File: src/rtl/delay_line_arbiter.sv
// Round-robin arbiter sharing one matched-delay chain between N_REQ requesters.
// Each grant runs a full return-to-zero pulse through the chain, with timeout recovery.
module delay_line_arbiter #(
  parameter int unsigned N_REQ       = 4,
  parameter int unsigned SYNC_STAGES = 2,
  parameter int unsigned TIMEOUT     = 15
) (
  input  logic                       clk,
  input  logic                       rstn,
  input  logic [N_REQ-1:0]           req,
  output logic [N_REQ-1:0]           ack,
  output logic [$clog2(N_REQ)-1:0]   grant_id,
  output logic                       busy,
  output logic                       del_in,
  input  logic                       del_out,
  output logic                       timeout_err,
  input  logic                       err_clr
);

  localparam int unsigned IdW  = $clog2(N_REQ);
  localparam int unsigned CntW = 8;
  localparam logic [CntW-1:0] CntLast = CntW'(TIMEOUT - 1);

  typedef enum logic [1:0] {S_IDLE, S_FIRE, S_ACKH, S_DRAIN} state_e;

  state_e               state_q, state_d;
  logic [SYNC_STAGES-1:0] sync_q;
  logic                 del_s;
  logic [IdW-1:0]       gid_q, gid_d;
  logic [IdW-1:0]       ptr_q, ptr_d;
  logic [IdW-1:0]       pick;
  logic                 found;
  logic [N_REQ-1:0]     ack_q, ack_d;
  logic                 busy_q, busy_d;
  logic                 del_in_q, del_in_d;
  logic                 err_q, err_d;
  logic                 err_set;
  logic [CntW-1:0]      cnt_q, cnt_d;

  // del_out is asynchronous to clk; only the last stage is used by the FSM
  always_ff @(posedge clk or negedge rstn) begin
    if (!rstn) begin
      sync_q <= '0;
    end else begin
      sync_q <= {sync_q[SYNC_STAGES-2:0], del_out};
    end
  end

  assign del_s = sync_q[SYNC_STAGES-1];

  // First set request at or above ptr, otherwise the lowest set request (wrap)
  always_comb begin
    found = 1'b0;
    pick  = '0;
    for (int unsigned j = 0; j < N_REQ; j++) begin
      if (!found && req[j] && (j >= 32'(ptr_q))) begin
        found = 1'b1;
        pick  = IdW'(j);
      end
    end
    for (int unsigned j = 0; j < N_REQ; j++) begin
      if (!found && req[j]) begin
        found = 1'b1;
        pick  = IdW'(j);
      end
    end
  end

  always_comb begin
    state_d  = state_q;
    gid_d    = gid_q;
    ptr_d    = ptr_q;
    ack_d    = ack_q;
    busy_d   = busy_q;
    del_in_d = del_in_q;
    cnt_d    = cnt_q;
    err_set  = 1'b0;
    case (state_q)
      S_IDLE: begin
        if (found) begin
          gid_d    = pick;
          ptr_d    = (pick == IdW'(N_REQ - 1)) ? '0 : pick + IdW'(1);
          del_in_d = 1'b1;
          busy_d   = 1'b1;
          cnt_d    = '0;
          state_d  = S_FIRE;
        end
      end
      S_FIRE: begin
        cnt_d = cnt_q + CntW'(1);
        if (del_s || (cnt_q == CntLast)) begin
          err_set = !del_s;
          ack_d   = N_REQ'(1) << gid_q;
          state_d = S_ACKH;
        end
      end
      S_ACKH: begin
        if (!req[gid_q]) begin
          del_in_d = 1'b0;
          cnt_d    = '0;
          state_d  = S_DRAIN;
        end
      end
      S_DRAIN: begin
        cnt_d = cnt_q + CntW'(1);
        if (!del_s || (cnt_q == CntLast)) begin
          err_set = del_s;
          ack_d   = '0;
          busy_d  = 1'b0;
          state_d = S_IDLE;
        end
      end
      default: state_d = S_IDLE;
    endcase
    // A timeout in the same cycle as err_clr keeps the flag set
    if (err_set) begin
      err_d = 1'b1;
    end else if (err_clr) begin
      err_d = 1'b0;
    end else begin
      err_d = err_q;
    end
  end

  always_ff @(posedge clk or negedge rstn) begin
    if (!rstn) begin
      state_q  <= S_IDLE;
      gid_q    <= '0;
      ptr_q    <= '0;
      ack_q    <= '0;
      busy_q   <= 1'b0;
      del_in_q <= 1'b0;
      err_q    <= 1'b0;
      cnt_q    <= '0;
    end else begin
      state_q  <= state_d;
      gid_q    <= gid_d;
      ptr_q    <= ptr_d;
      ack_q    <= ack_d;
      busy_q   <= busy_d;
      del_in_q <= del_in_d;
      err_q    <= err_d;
      cnt_q    <= cnt_d;
    end
  end

  assign ack         = ack_q;
  assign grant_id    = gid_q;
  assign busy        = busy_q;
  assign del_in      = del_in_q;
  assign timeout_err = err_q;

endmodule

File: config.mk
export PLATFORM = sky130hd
export DESIGN_NAME = delay_line_arbiter
export DESIGN_NICKNAME = d
export VERILOG_FILES = /design/src/rtl/delay_line_arbiter.sv
export SDC_FILE = /design/constraint.sdc
export NUM_CORES = 1
export LEC_CHECK = 0
export BUFFER_PORTS_ARGS = -buffer_cell sky130_fd_sc_hd__buf_4
export CAP_MARGIN = 5
export CORE_ASPECT_RATIO = 1.1
export CORE_MARGIN = 4
export CORE_UTILIZATION = 55
export CTS_CLUSTER_DIAMETER = 200
export DETAILED_ROUTE_END_ITERATION = 10
export GPL_TIMING_DRIVEN = 0
export PLACE_DENSITY_LB_ADDON = 0.3
export SYNTH_ARGS = -nofsm -noshare
export SYNTH_HDL_FRONTEND = slang
export SYNTH_SLANG_ARGS = --single-unit
export TNS_END_PERCENT = 100
File: constraint.sdc
create_clock -name clk -period 2.7 [get_ports clk]
set_clock_uncertainty 0.05 [all_clocks]
set_input_delay 0.675 -clock clk [delete_from_list [all_inputs] [get_ports clk]]
set_output_delay 0.675 -clock clk [all_outputs]
set_load 0.05 [all_outputs]
Yosys cells after proc, flatten, opt, wreduce, memory -nomap -nowiden. Index checks and enable logic that the tools add are counted.

Register bits: 23. Latch bits: 0. Output and inout bits: 9. Memory bits (writable): 0. Word-level logic and storage cells: 96. Input port bits: 8. Memories kept: 0. ROM bits: 0.

Magnitude comparators: 4. Reductions and logical operators: 32. Divide/modulo/power cells: 0. Bitwise gates (word level): 0. Eq/ne operators: 9. Multiplexer cells: 39. Shifts and indexed selects: 1. $mul: 0. Add/subtract/negate cells: 2.

Operators by type and width (number): one-hot mux 8 bit (3 select lines) (1); two-way mux 2 bit (11); two-way mux 1 bit (17); two-way mux 8 bit (2); logical AND 1 bit (10); AND reduction 3 bit (3); adder 8 x 1 -> 8 bit, second input constant (1); == test 8 x 4 -> 1 bit, second input constant (1); logical NOT 1 bit (8); two-way mux 4 bit (2); inequality test 2 bit, second input constant (4); one-hot mux 2 bit (4 select lines) (1); one-hot mux 4 bit (2 select lines) (1); nonzero test 2 bit (4); == test 2 bit, second input constant (3); one-hot mux 1 bit (2 select lines) (3); greater-or-equal comparator 1 x 2 -> 1 bit, first input constant (2); AND reduction 2 bit (2); AND reduction 4 bit (1); << shifter 1 x 2 -> 4 bit, first input constant (1); < comparator 2 x 3 -> 1 bit, second input constant (1); adder 2 x 1 -> 2 bit, second input constant (1); binary-select mux 1 bit (select 2 bit) (1); == test 2 x 1 -> 1 bit, second input constant (1); other kinds (4) (5).

Logic depth before layout (Yosys ltp).
Depth after elaboration: 28. Gate-level depth with buffers: 7. Mapped depth without buffers: 6.

Least setup slack after synthesis. Ideal clock, no wire load.

Path kind: register -> register. Start point: register gid_q[0], in the netlist grant_id[0]. End point: register cnt_q[3]. Library setup time: 69 ps. Period minus slack after synthesis: 2174 ps. Cell stages (with the launch flop): 5. Buffers on the path: 0. Slack: 526 ps. Data required time: 2581 ps. Arrival: 2055 ps. Cell sequence: dfrtp_1 > mux4_2 > a22o_1 > or4_1 > nand3_1.

Word-level cells in the longest chain between the ends: 4.

RTL lines: start, declared (line 29) `logic [IdW-1:0] gid_q, gid_d;`; start signal, assigned (line 137) `gid_q <= gid_d;`; binary-select mux 1 bit (select 2 bit) (line 98) `if (!req[gid_q]) begin`; two-way mux 1 bit (implied by the code) (line 98); inequality test 2 bit (no line); AND reduction 2 bit (no line); end signal, assigned (line 143) `cnt_q <= cnt_d;`; end, declared (line 38) `logic [CntW-1:0] cnt_q, cnt_d;`.

Every way passes these cells. The select of a mux whose other input is x is not followed. A chain may end at the register's enable or synchronous reset.

Final worst setup path. Ends and elaborated chain as after synthesis.

==> summary.md <==
| Metric | Value |
|---|---|
| Drt first pass iters | 4 |
| TritonCTS clock tree | yes |
| Clock Latency Late Sink | 0.30 ns |
| Post CTS Setup Buffer Count | 0 |
| Hold violation count in the final report | 0 |
| Hold crit path type | input port to asynchronous set/reset pin |
| Worst reg-to-reg setup slack | 0.70 ns |
| Syn nets | 137 |
| Die Footprint | 0.00313 mm2 |
| Count of flip-flops with a built-in enable after synthesis | 0 |
| Power density over the cells | 1070 mW/mm2 |
| Clk network pwr share | 10.0% |
| # hold bufs at CTS | 0 |
| Vias | 1,017 |
| Data required time at the worst endpoint | 2.90 ns |
| Average via count per standard cell | 5.95 |
| Avg Cell Area, Syn | 10.3 um2 |
| Pin count of the biggest net entering global routing | 24 |
| Post-cts resize count | 0 |
| Total number of H-tree levels | 1 |
| Synthesized instance count | 123 |
| Design Area, Final | 0.00145 mm2 |
| Share of the clock period used by the worst path after layout | 74.2% |
| Post-route minimum period | 2.00 ns |
| Peak supply drop | 0.837 mV |
| Arrival time worst endpoint | 2.21 ns |
| Number of design rule violations left after detail routing | 0 |
| Final antenna-violating net count | 0 |
| Die extent in x | 53.8 um |
| Total negative setup slack | 0 ns |
| Outcome | finished clean |
| Gr usage total | 18.8% |
| # IOs | 17 |
| Setup-violating endpoint count in the final report | 0 |
| Max Clk Rate | 0.499 GHz |
| Maximum fanout encountered on the critical timing path | 7 |
| Unrepaired setup endpoints after global routing | false |
| Critical Setup Path Class | flip-flop to flip-flop |
| Buffers on Ports | 16 |
| Slew at the pin with the worst max-slew slack | 0.487 ns |
| Core outline area | 0.00211 mm2 |
| Fin. max-slew vios | 0 |
| Setup crit start kind | flip-flop |
| Comb power frac | 55.0% |
| Core Rows | 17 |
| Type of element capturing the critical path | flip-flop |
| P&R area growth vs syn | 14.4% |
| Fraction of power consumed by sequential logic | 35.0% |
| Number of fill cells in the layout | 151 |
| Number of antenna violations at the first check in global routing | 0 |
| Final HPWL from detailed placement | 1920 um |
| First DRT Iteration DRCs | 8 |
| Slew Limit Headroom | 67.3% |
| Dominant register cell in the synthesized netlist | sky130_fd_sc_hd__dfrtp_1 |
| Register area | 576 um2 |
| Final weighted congestion of routability-driven global placement | 0.726 |
| Number of sinks handled by clock tree synthesis | 23 |
| Total CTS buffers | 3 |
| Total grt overflow | 0 |
| Synthesis-stage register bit count | 23 |
| Proportion of synthesized chip area in sequential cells | 45.5% |
| Max Cap Viol | 0 |
| Internal power consumption | 0.849 mW |
| Via count of the first global-routing pass | 1,020 |
| Maximum buffer depth of the clock tree | 2 |
| Crit Reg-Reg Startpoint | grant_id[0] |
| Placed inst area | 0.00142 mm2 |
| Inserted Diodes | 0 |
| DIE HEIGHT | 58.3 um |
| Lkg Pwr | 0.664 nW |
| WL final | 2470 um |
| Combined area of all synthesized cells | 0.00127 mm2 |
| Sw Share | 45.4% |
| Share of cells above drive strength 1 | 23.1% |
| Wire length of the first global-routing pass | 4430 um |
| Total area of multi-input combinational cells | 641 um2 |
| Fraction of synthesis flops using an asynchronous set or reset pin | 100% |
| Crit path from | grant_id[0] |
| Psw | 0.705 mW |
| Clock-pin slew reported for the worst setup and hold paths after clock tree synthesis | 0.13 ns |
| Average wire per standard cell | 14.5 um |
| Root cell of the clock tree | sky130_fd_sc_hd__clkbuf_4 |
| Net total in the final layout | 158 |
| Count of different cell masters after synthesis | 37 |
| Synth Warn # | 0 |
| Starting Density | 60.1% |
## flip-flops by register name (all words and copies together), names as in the netlist
signal / flops
ptr_q: 2
busy: 1
timeout_err: 1
cnt_q: 8
state_q: 2
ack: 4
del_in: 1
grant_id: 2
sync_q: 2
## placed cells by master, fill, tap and decap left out, drive strengths merged, types with 3 or more instances in the layout
cell type and n:
o21ai 6, nor2 9, buf 17, clkbuf 6, nand2 8, nand3 3, nand2b 3, nor3 3
a21oi 3, dfrtp 23, ha 6, inv 9, and3 3, mux2 9, o41ai 3
## power by group through the flow
stage	logic (mW)	registers [mW]	clock network [mW]
2_1_floorplan	0.485	0.692	0
3_3_place_gp	0.820	0.542	0
3_5_place_dp	0.854	0.553	0
4_1_cts	0.859	0.544	0.161
5_1_grt	0.937	0.562	0.174
6_report	0.855	0.544	0.155
## critical path: stages, from the launching register on
cell and delay, ns:
sky130_fd_sc_hd__dfrtp_1 0.49, sky130_fd_sc_hd__mux4_2 0.56, sky130_fd_sc_hd__a22o_1 0.28, sky130_fd_sc_hd__or4_1 0.50, sky130_fd_sc_hd__nand3_1 0.09
## cells by family after synthesis
kind of cell	share of synthesized area [%]
AND/OR/NAND/NOR	17.5
AO/OA/AOI/OAI	15.8
flip-flops	45.5
buffers and inverters	3.95
multiplexers	11.4
adder cells (fa/ha/maj)	5.93
## stage by stage
stage          hold slack, ns  std cells  setup WS [ns]  power, mW  utilization (%)
6_report                0.181        171          0.697       1.55             68.8
3_3_place_gp            0.285        167          0.447       1.36             67.5
5_1_grt                 0.184        171          0.569       1.67             68.8
2_1_floorplan           0.281        123          0.526       1.18                -
4_1_cts                 0.186        171          0.684       1.56             68.8
3_5_place_dp            0.285        167          0.423       1.41             67.5
## cell type report
cell class              instances  share of cell area (%)
multi-input cells              87                    44.2
flip-flops and latches         23                    39.7
repair buffers                 16                    8.29
well taps                      28                    2.42
inverters                       9                    2.33
clock buffers                   3                    1.55
plain buffers                   4                    1.12
clock inverters                 1                   0.345
## synthesized netlist by cell type (2+ instances only)
cell type	number	area, um2
sky130_fd_sc_hd__a31oi_1	2	12.5
sky130_fd_sc_hd__mux2i_1	2	20.0
sky130_fd_sc_hd__clkbuf_1	3	11.3
sky130_fd_sc_hd__a22o_1	2	17.5
sky130_fd_sc_hd__o22ai_1	2	12.5
sky130_fd_sc_hd__a41oi_1	2	17.5
sky130_fd_sc_hd__a21oi_1	3	15.0
sky130_fd_sc_hd__nor2_1	9	33.8
sky130_fd_sc_hd__inv_1	9	33.8
sky130_fd_sc_hd__o21ai_0	6	30.0
sky130_fd_sc_hd__mux2_2	9	101
sky130_fd_sc_hd__dfrtp_1	23	576
sky130_fd_sc_hd__nand2b_1	3	18.8
sky130_fd_sc_hd__nand2_1	8	30.0
sky130_fd_sc_hd__nand4_1	2	12.5
sky130_fd_sc_hd__and3_1	3	18.8
sky130_fd_sc_hd__nor3_1	3	15.0
sky130_fd_sc_hd__ha_1	6	75.1
sky130_fd_sc_hd__o41ai_1	3	26.3
sky130_fd_sc_hd__a221oi_1	2	17.5
sky130_fd_sc_hd__nor2b_1	2	12.5
sky130_fd_sc_hd__nor3b_1	2	15.0
sky130_fd_sc_hd__nand3_1	3	15.0
## per-layer routing
layer	track usage, %	vias up	part of all wire, %
li1	-	497	-
met3	3.80	4	3.6
met4	6.57	0	1.2
met5	0	-	0
met2	33.7	19	53
met1	21.4	497	42
## worst paths after layout
path,to,cells past startpoint
max,cnt_q[3],4
min,cnt_q[7],1
max reg2reg,cnt_q[3],4
min reg2reg,sync_q[1],0
max in group asynchronous,busy,1
min in group clk,sync_q[1],0
(Power assumes the default switching activity.)
